## src/rtl/placement_cost_eval.sv

```systemverilog
// placement_cost_eval: streams the placed edge list and accumulates wirelength, 1-hop cost and error counts
// Ports:
//   clk, reset            clock, synchronous active-high reset
//   start / busy / done   start pulse accepted in IDLE, busy while evaluating, one-cycle done pulse
//   reEA, reEB, addrE     edge ROM read (shared edge index); doutEA/doutEB return source/sink node ids
//   rePX, rePY, addrP     position RAM read (shared node id); doutPX/doutPY return signed X/Y, -1 = unplaced
//   sum, sum_1hop         saturating totals of (dx+dy-1) and (ceil(dx/2)+ceil(dy/2)-1)
//   n_unplaced, n_overlap edges with an unplaced/out-of-range endpoint, edges with dx+dy==0
// Optional macro PLACEMENT_COST_MAX_EN adds max_len/max_idx: longest valid dx+dy and first edge reaching it.
module placement_cost_eval #(
    parameter int N_EDGE = 79,
    parameter int N      = 9,
    parameter int W      = 32
) (
    input  logic         clk,
    input  logic         reset,
    input  logic         start,
    output logic         busy,
    output logic         done,
    output logic         reEA,
    output logic         reEB,
    output logic [W-1:0] addrE,
    input  logic [W-1:0] doutEA,
    input  logic [W-1:0] doutEB,
    output logic         rePX,
    output logic         rePY,
    output logic [W-1:0] addrP,
    input  logic [W-1:0] doutPX,
    input  logic [W-1:0] doutPY,
`ifdef PLACEMENT_COST_MAX_EN
    output logic [W-1:0] max_len,
    output logic [W-1:0] max_idx,
`endif
    output logic [W-1:0] sum,
    output logic [W-1:0] sum_1hop,
    output logic [W-1:0] n_unplaced,
    output logic [W-1:0] n_overlap
);
    typedef enum logic [3:0] {
        IDLE, RD_E, WAIT_E, RD_A, WAIT_A, LAT_A, RD_B, WAIT_B, LAT_B, CALC0, CALC1, ACC, FIN
    } state_t;
    localparam logic [W:0] SAT = {2'b00, {(W-1){1'b1}}};
    state_t       r_state;
    logic         r_busy, r_done, r_re_e, r_re_p, r_bad;
    logic [W-1:0] r_addr_e, r_addr_p, r_node_b, r_ax, r_ay, r_bx, r_by, r_dx, r_dy, r_cw, r_c1;
    logic [W-1:0] r_sum, r_sum_1h, r_n_unpl, r_n_ovl;
    logic [W-1:0] w_ddx, w_ddy, w_len, w_c1;
    logic [W:0]   w_sum_n, w_s1_n;
    logic         w_skip;
`ifdef PLACEMENT_COST_MAX_EN
    logic [W-1:0] r_len, r_max_len, r_max_idx;
    assign max_len = r_max_len;
    assign max_idx = r_max_idx;
`endif
    assign w_ddx   = r_ax - r_bx;
    assign w_ddy   = r_ay - r_by;
    assign w_len   = r_dx + r_dy;
    assign w_c1    = (r_dx >> 1) + W'(r_dx[0]) + (r_dy >> 1) + W'(r_dy[0]) - W'(1);
    assign w_skip  = r_bad || (w_len == '0);
    // one extra bit so the saturation test sees any overflow past 2^(W-1)-1
    assign w_sum_n = {1'b0, r_sum} + {1'b0, r_cw};
    assign w_s1_n  = {1'b0, r_sum_1h} + {1'b0, r_c1};
    assign busy       = r_busy;
    assign done       = r_done;
    assign reEA       = r_re_e;
    assign reEB       = r_re_e;
    assign addrE      = r_addr_e;
    assign rePX       = r_re_p;
    assign rePY       = r_re_p;
    assign addrP      = r_addr_p;
    assign sum        = r_sum;
    assign sum_1hop   = r_sum_1h;
    assign n_unplaced = r_n_unpl;
    assign n_overlap  = r_n_ovl;
    always_ff @(posedge clk) begin
        if (reset) begin
            r_state  <= IDLE;
            r_busy   <= 1'b0;
            r_done   <= 1'b0;
            r_re_e   <= 1'b0;
            r_re_p   <= 1'b0;
            r_bad    <= 1'b0;
            r_addr_e <= '0;
            r_addr_p <= '0;
            r_node_b <= '0;
            r_ax     <= '0;
            r_ay     <= '0;
            r_bx     <= '0;
            r_by     <= '0;
            r_dx     <= '0;
            r_dy     <= '0;
            r_cw     <= '0;
            r_c1     <= '0;
            r_sum    <= '0;
            r_sum_1h <= '0;
            r_n_unpl <= '0;
            r_n_ovl  <= '0;
`ifdef PLACEMENT_COST_MAX_EN
            r_len     <= '0;
            r_max_len <= '0;
            r_max_idx <= '0;
`endif
        end else begin
            r_done <= 1'b0;
            r_re_e <= 1'b0;
            r_re_p <= 1'b0;
            case (r_state)
                IDLE: begin
                    // the done cycle is still IDLE, so a start coinciding with done is dropped here
                    if (start && !r_done) begin
                        r_busy   <= 1'b1;
                        r_addr_e <= '0;
                        r_sum    <= '0;
                        r_sum_1h <= '0;
                        r_n_unpl <= '0;
                        r_n_ovl  <= '0;
`ifdef PLACEMENT_COST_MAX_EN
                        r_max_len <= '0;
                        r_max_idx <= '0;
`endif
                        r_re_e   <= (N_EDGE != 0);
                        r_state  <= (N_EDGE == 0) ? FIN : RD_E;
                    end
                end
                RD_E:   r_state <= WAIT_E;
                WAIT_E: begin
                    r_node_b <= doutEB;
                    r_addr_p <= doutEA;
                    r_re_p   <= 1'b1;
                    r_state  <= RD_A;
                end
                RD_A:   r_state <= WAIT_A;
                WAIT_A: begin
                    r_ax    <= doutPX;
                    r_ay    <= doutPY;
                    r_state <= LAT_A;
                end
                LAT_A: begin
                    r_addr_p <= r_node_b;
                    r_re_p   <= 1'b1;
                    r_state  <= RD_B;
                end
                RD_B:   r_state <= WAIT_B;
                WAIT_B: begin
                    r_bx    <= doutPX;
                    r_by    <= doutPY;
                    r_state <= LAT_B;
                end
                LAT_B:  r_state <= CALC0;
                CALC0: begin
                    r_dx    <= w_ddx[W-1] ? -w_ddx : w_ddx;
                    r_dy    <= w_ddy[W-1] ? -w_ddy : w_ddy;
                    // unsigned compare: negative coordinates look huge and fail the range test too
                    r_bad   <= (r_ax >= W'(N)) || (r_ay >= W'(N)) || (r_bx >= W'(N)) || (r_by >= W'(N));
                    r_state <= CALC1;
                end
                CALC1: begin
                    r_n_unpl <= r_n_unpl + W'(r_bad);
                    r_n_ovl  <= r_n_ovl + W'(!r_bad && (w_len == '0));
                    r_cw     <= w_skip ? '0 : w_len - W'(1);
                    r_c1     <= w_skip ? '0 : w_c1;
`ifdef PLACEMENT_COST_MAX_EN
                    r_len    <= r_bad ? '0 : w_len;
`endif
                    r_state  <= ACC;
                end
                ACC: begin
                    r_sum    <= (w_sum_n > SAT) ? SAT[W-1:0] : w_sum_n[W-1:0];
                    r_sum_1h <= (w_s1_n > SAT) ? SAT[W-1:0] : w_s1_n[W-1:0];
`ifdef PLACEMENT_COST_MAX_EN
                    if (r_len > r_max_len) begin
                        r_max_len <= r_len;
                        r_max_idx <= r_addr_e;
                    end
`endif
                    r_addr_e <= r_addr_e + W'(1);
                    r_re_e   <= (r_addr_e + W'(1) != W'(N_EDGE));
                    r_state  <= (r_addr_e + W'(1) == W'(N_EDGE)) ? FIN : RD_E;
                end
                FIN: begin
                    r_done  <= 1'b1;
                    r_busy  <= 1'b0;
                    r_state <= IDLE;
                end
                default: r_state <= IDLE;
            endcase
        end
    end
endmodule

```

## config.mk

```make
export PLATFORM = sky130hd
export DESIGN_NAME = placement_cost_eval
export DESIGN_NICKNAME = d
export VERILOG_FILES = /design/src/rtl/placement_cost_eval.sv
export SDC_FILE = /design/constraint.sdc
export NUM_CORES = 2
export LEC_CHECK = 0
export CORE_MARGIN = 2
export CORE_UTILIZATION = 30
export DETAILED_ROUTE_END_ITERATION = 8
export SLEW_MARGIN = 20
export SYNTH_ARGS = -nofsm -noshare
export SYNTH_HDL_FRONTEND = slang
export SYNTH_SLANG_ARGS = --single-unit
```

## constraint.sdc

```tcl
create_clock -name clk -period 15.6 [get_ports clk]
set_clock_uncertainty 0.05 [all_clocks]
set_input_delay 3.9 -clock clk [delete_from_list [all_inputs] [get_ports clk]]
set_output_delay 3.9 -clock clk [all_outputs]
set_load 0.02 [all_outputs]
```

==> out/qor.yml <==
outcome:
  outcome: "finished, final reports clean"
yosys:
  synthTopCellsByArea: "dfxtp_1, ha_1, nand2_1"
  synth.mux.area_fraction_pct: 0.6082
  synth_top_family_by_area: "compound AO/OA/AOI/OAI gates"
  yosysTopAreaCellShare_pct: 30.12
  synth_cell_types: 87
  async_reset_ff_share_pct: 0
  netlist_area_um2: 32510
  syn-num-nets: 4705
  synthXorXnorAreaFrac_pct: 5.982
  synth_edf_count: 0
  synth_flop_cell: "dfxtp_1"
  yosys.area_share.adder_pct: 9.169
  ys_warn_count: 0
  synth.yosys.seq_area_share_pct: 30.12
  synthCells: 4340
  synth.largest_area_cell: "dfxtp_1"
  synth-seq-cells: 489
  synth_compound_area_share_pct: 25.02
  syn_avg_cell_area_um2: 7.490
  yosys.area_share.simple_pct: 23.56
floorplan:
  initial_core_util_pct: 30.32
  die_w_um: 333.2
  coreArea_um2: 107200
  num_io_pins: 329
  std_cell_rows: 120
  dieArea_um2: 111000
  die_h_um: 333.2
routing:
  drc_errors: 0
  met3WireLength_mm: 4.365
  wl_met2_mm: 45.88
  wirelength_mm: 103.5
  vias: 31222
  top_layer: "met4"
  antenna_left: 0
  routedWlPerCell_um: 17.30
  wl_met1_mm: 49.81
  drt-initial-drc-count: 2120
  dr.pass1.iters: 6
  viasPerCell: 5.216
placed_design:
  dp_slack_ns: 8.803
  dpl.hpwl_mm: 78.55
  io_buffers: 328
  routabilityCongestion: 0.8721
clock_network:
  cts_hold_buf: 0
  cts_resized: 0
  cts_tree: "yes"
  numCtsBuffers: 56
  cts.sinks: 489
  clock-root-buffer: "clkbuf_16"
  clk_pin_slew_ns: 0.06
  clk_latency_ns: 0.63
  clock_path_buffers: 3
  post-cts-setup-buffer-count: 0
  htree_levels: 2
min_path:
  hp-class: "reg2reg"
timing:
  rsz0062_at_grt: "false"
  fmax_mhz: 152.8
  post-route-min-period_ns: 6.546
  fin_ws_ns: 9.054
  slew_violations: 0
  setup_viol: 0
  fin_crit_sh_pct: 41.96
  fin_tns_setup_ns: 0
  hold_viol: 0
  relSlewSlack_pct: 26.20
  worst_pin_slew_ns: 1.097
worst_setup_path:
  worstSetupStartpointType: "flop"
  cp.arrival_ns: 7.07
  worst-setup-path-type: "reg2reg"
  critPathMaxStageDelay_ns: 0.97
  path_cells: "ha_1, inv_1, fa_1, nor2b_1, o31a_1, or4_1, o311ai_0, or3_1, nor3_1, nand3_1, nand4b_2, nor4_1, ha_1, nand2_1, nor2_1, and4_1, and3_1, and3_1, nand2_1, mux2_2, nor2_1"
  cpLargestDelayFamily: "simple AND/OR/NAND/NOR gates"
  slowest_stage: "nor4_1"
  end_kind: "flop"
  critPathBufInv: 1
  worstPathRequired_ns: 16.12
  path_max_fanout: 9
power:
  p_per_area_nw_per_um2: 86.23
  ir_worst_vdd_mv: 0.08768
  power_w: 0.003355
  p_leak_nw: 14.78
global_routing:
  grt_use_total_pct: 17.83
  antenna_found_initial: 4
  grt_pass1_vias: 28332
  grt_overflow_total: 0
  grt_start_max_net_pins: 143
  grt_pass1_wl_mm: 162.1
layout:
  final_util_pct: 36.30
  final_common_cell: "nand2_1"
  multiInputGateArea_um2: 20990
  layout_common_cells: "nand2_1, dfxtp_1, a21oi_1, clkdlybuf4s50_1, nor2_1"
  nFillCells: 11388
  regArea_um2: 9789
  area_delta_synth_final_pct: 19.70
  nets: 4900
  drive_gt1_share_pct: 4.434
flow_run:
  cap_viol_max_count: 0
[registers in the layout, indices dropped and copies added, names as in the netlist]
name and count:
addrE 32, addrP 32, busy 1, done 1
n_overlap 32, n_unplaced 32, r_ax 32, r_ay 32
r_bad 1, r_bx 32, r_by 32, r_c1 32
r_cw 32, r_dx 32, r_dy 32, r_node_b 32
r_state 4, reEA 1, rePX 1, sum 32
sum_1hop 32
[worst paths after layout]
path | start | to | slack [ns] | cells past startpoint
setup / recovery | r_dy[0]$_SDFFE_PP0P_ | n_overlap[24]$_SDFFE_PP0P_ | 9.05 | 21
hold / removal | r_c1[10]$_SDFFE_PP0P_ | r_c1[10]$_SDFFE_PP0P_ | 0.40 | 2
setup reg to reg | r_dy[0]$_SDFFE_PP0P_ | n_overlap[24]$_SDFFE_PP0P_ | 9.05 | 21
hold reg to reg | r_c1[10]$_SDFFE_PP0P_ | r_c1[10]$_SDFFE_PP0P_ | 0.40 | 2
[kinds of logic after synthesis]
family                   after synthesis
adder cells (fa/ha/maj)              234
buffers and inverters                464
AO/OA/AOI/OAI                       1274
XOR/XNOR                             222
multiplexers                          19
flip-flops                           489
AND/OR/NAND/NOR                     1638
[metal layers]
layer / global-route usage, % / vias up
li1: - / 15960
met1: 25.03 / 14394
met2: 28.19 / 721
met3: 2.180 / 147
met4: 5.882 / 0
met5: 0 / -
[through the flow]
stage                     cells  cell area, um^2  hold WS (ns)
after floorplan            4340            32510        0.3790
after global placement     5880            36940        0.3920
after detailed placement   5880            36940        0.3935
after CTS                  5981            38890        0.4018
after global routing       5984            38900        0.4239
final                      5986            38910        0.3976
[cell usage after synthesis (36+ instances only)]
library cell  instances
dfxtp_1             489
or2_2                36
a21o_1               75
xor2_1               96
nor4_1               61
o21ai_0             150
o21a_1               53
a21oi_1             469
nand2b_1             36
a311oi_1             60
clkbuf_1            197
a31oi_1              46
o21ai_1              63
and3_1               54
a211oi_1            129
o211ai_1             40
or3_1                49
nand2_1             680
nor2_1              311
nand3_1             143
nand4_1              62
inv_1               248
ha_1                227
nor3_1               81
xnor2_1             126
[power by group]
| part | total, W | internal, W | switching (W) |
|---|---|---|---|
| clock network | 0.00139 | 0.000843 | 0.000549 |
| registers | 0.00128 | 0.00127 | 0.0000146 |
| logic | 0.000680 | 0.000248 | 0.000432 |
[layout make-up]
| type | count | share of cell area, % |
|---|---|---|
| multi-input cells | 3387 | 53.96 |
| flip-flops and latches | 489 | 25.16 |
| repair buffers | 353 | 8.933 |
| well taps | 1403 | 4.512 |
| clock buffers | 84 | 4.341 |
| inverters | 248 | 2.392 |
| clock inverters | 17 | 0.6753 |
| diodes | 5 | 0.03216 |
[worst min-delay path: stages, from the launching register on]
cell     delay [ns]
dfxtp_1        0.31
nand2_1        0.05
o21ai_1        0.05
No activity file was read; power rests on OpenSTA's default activity.
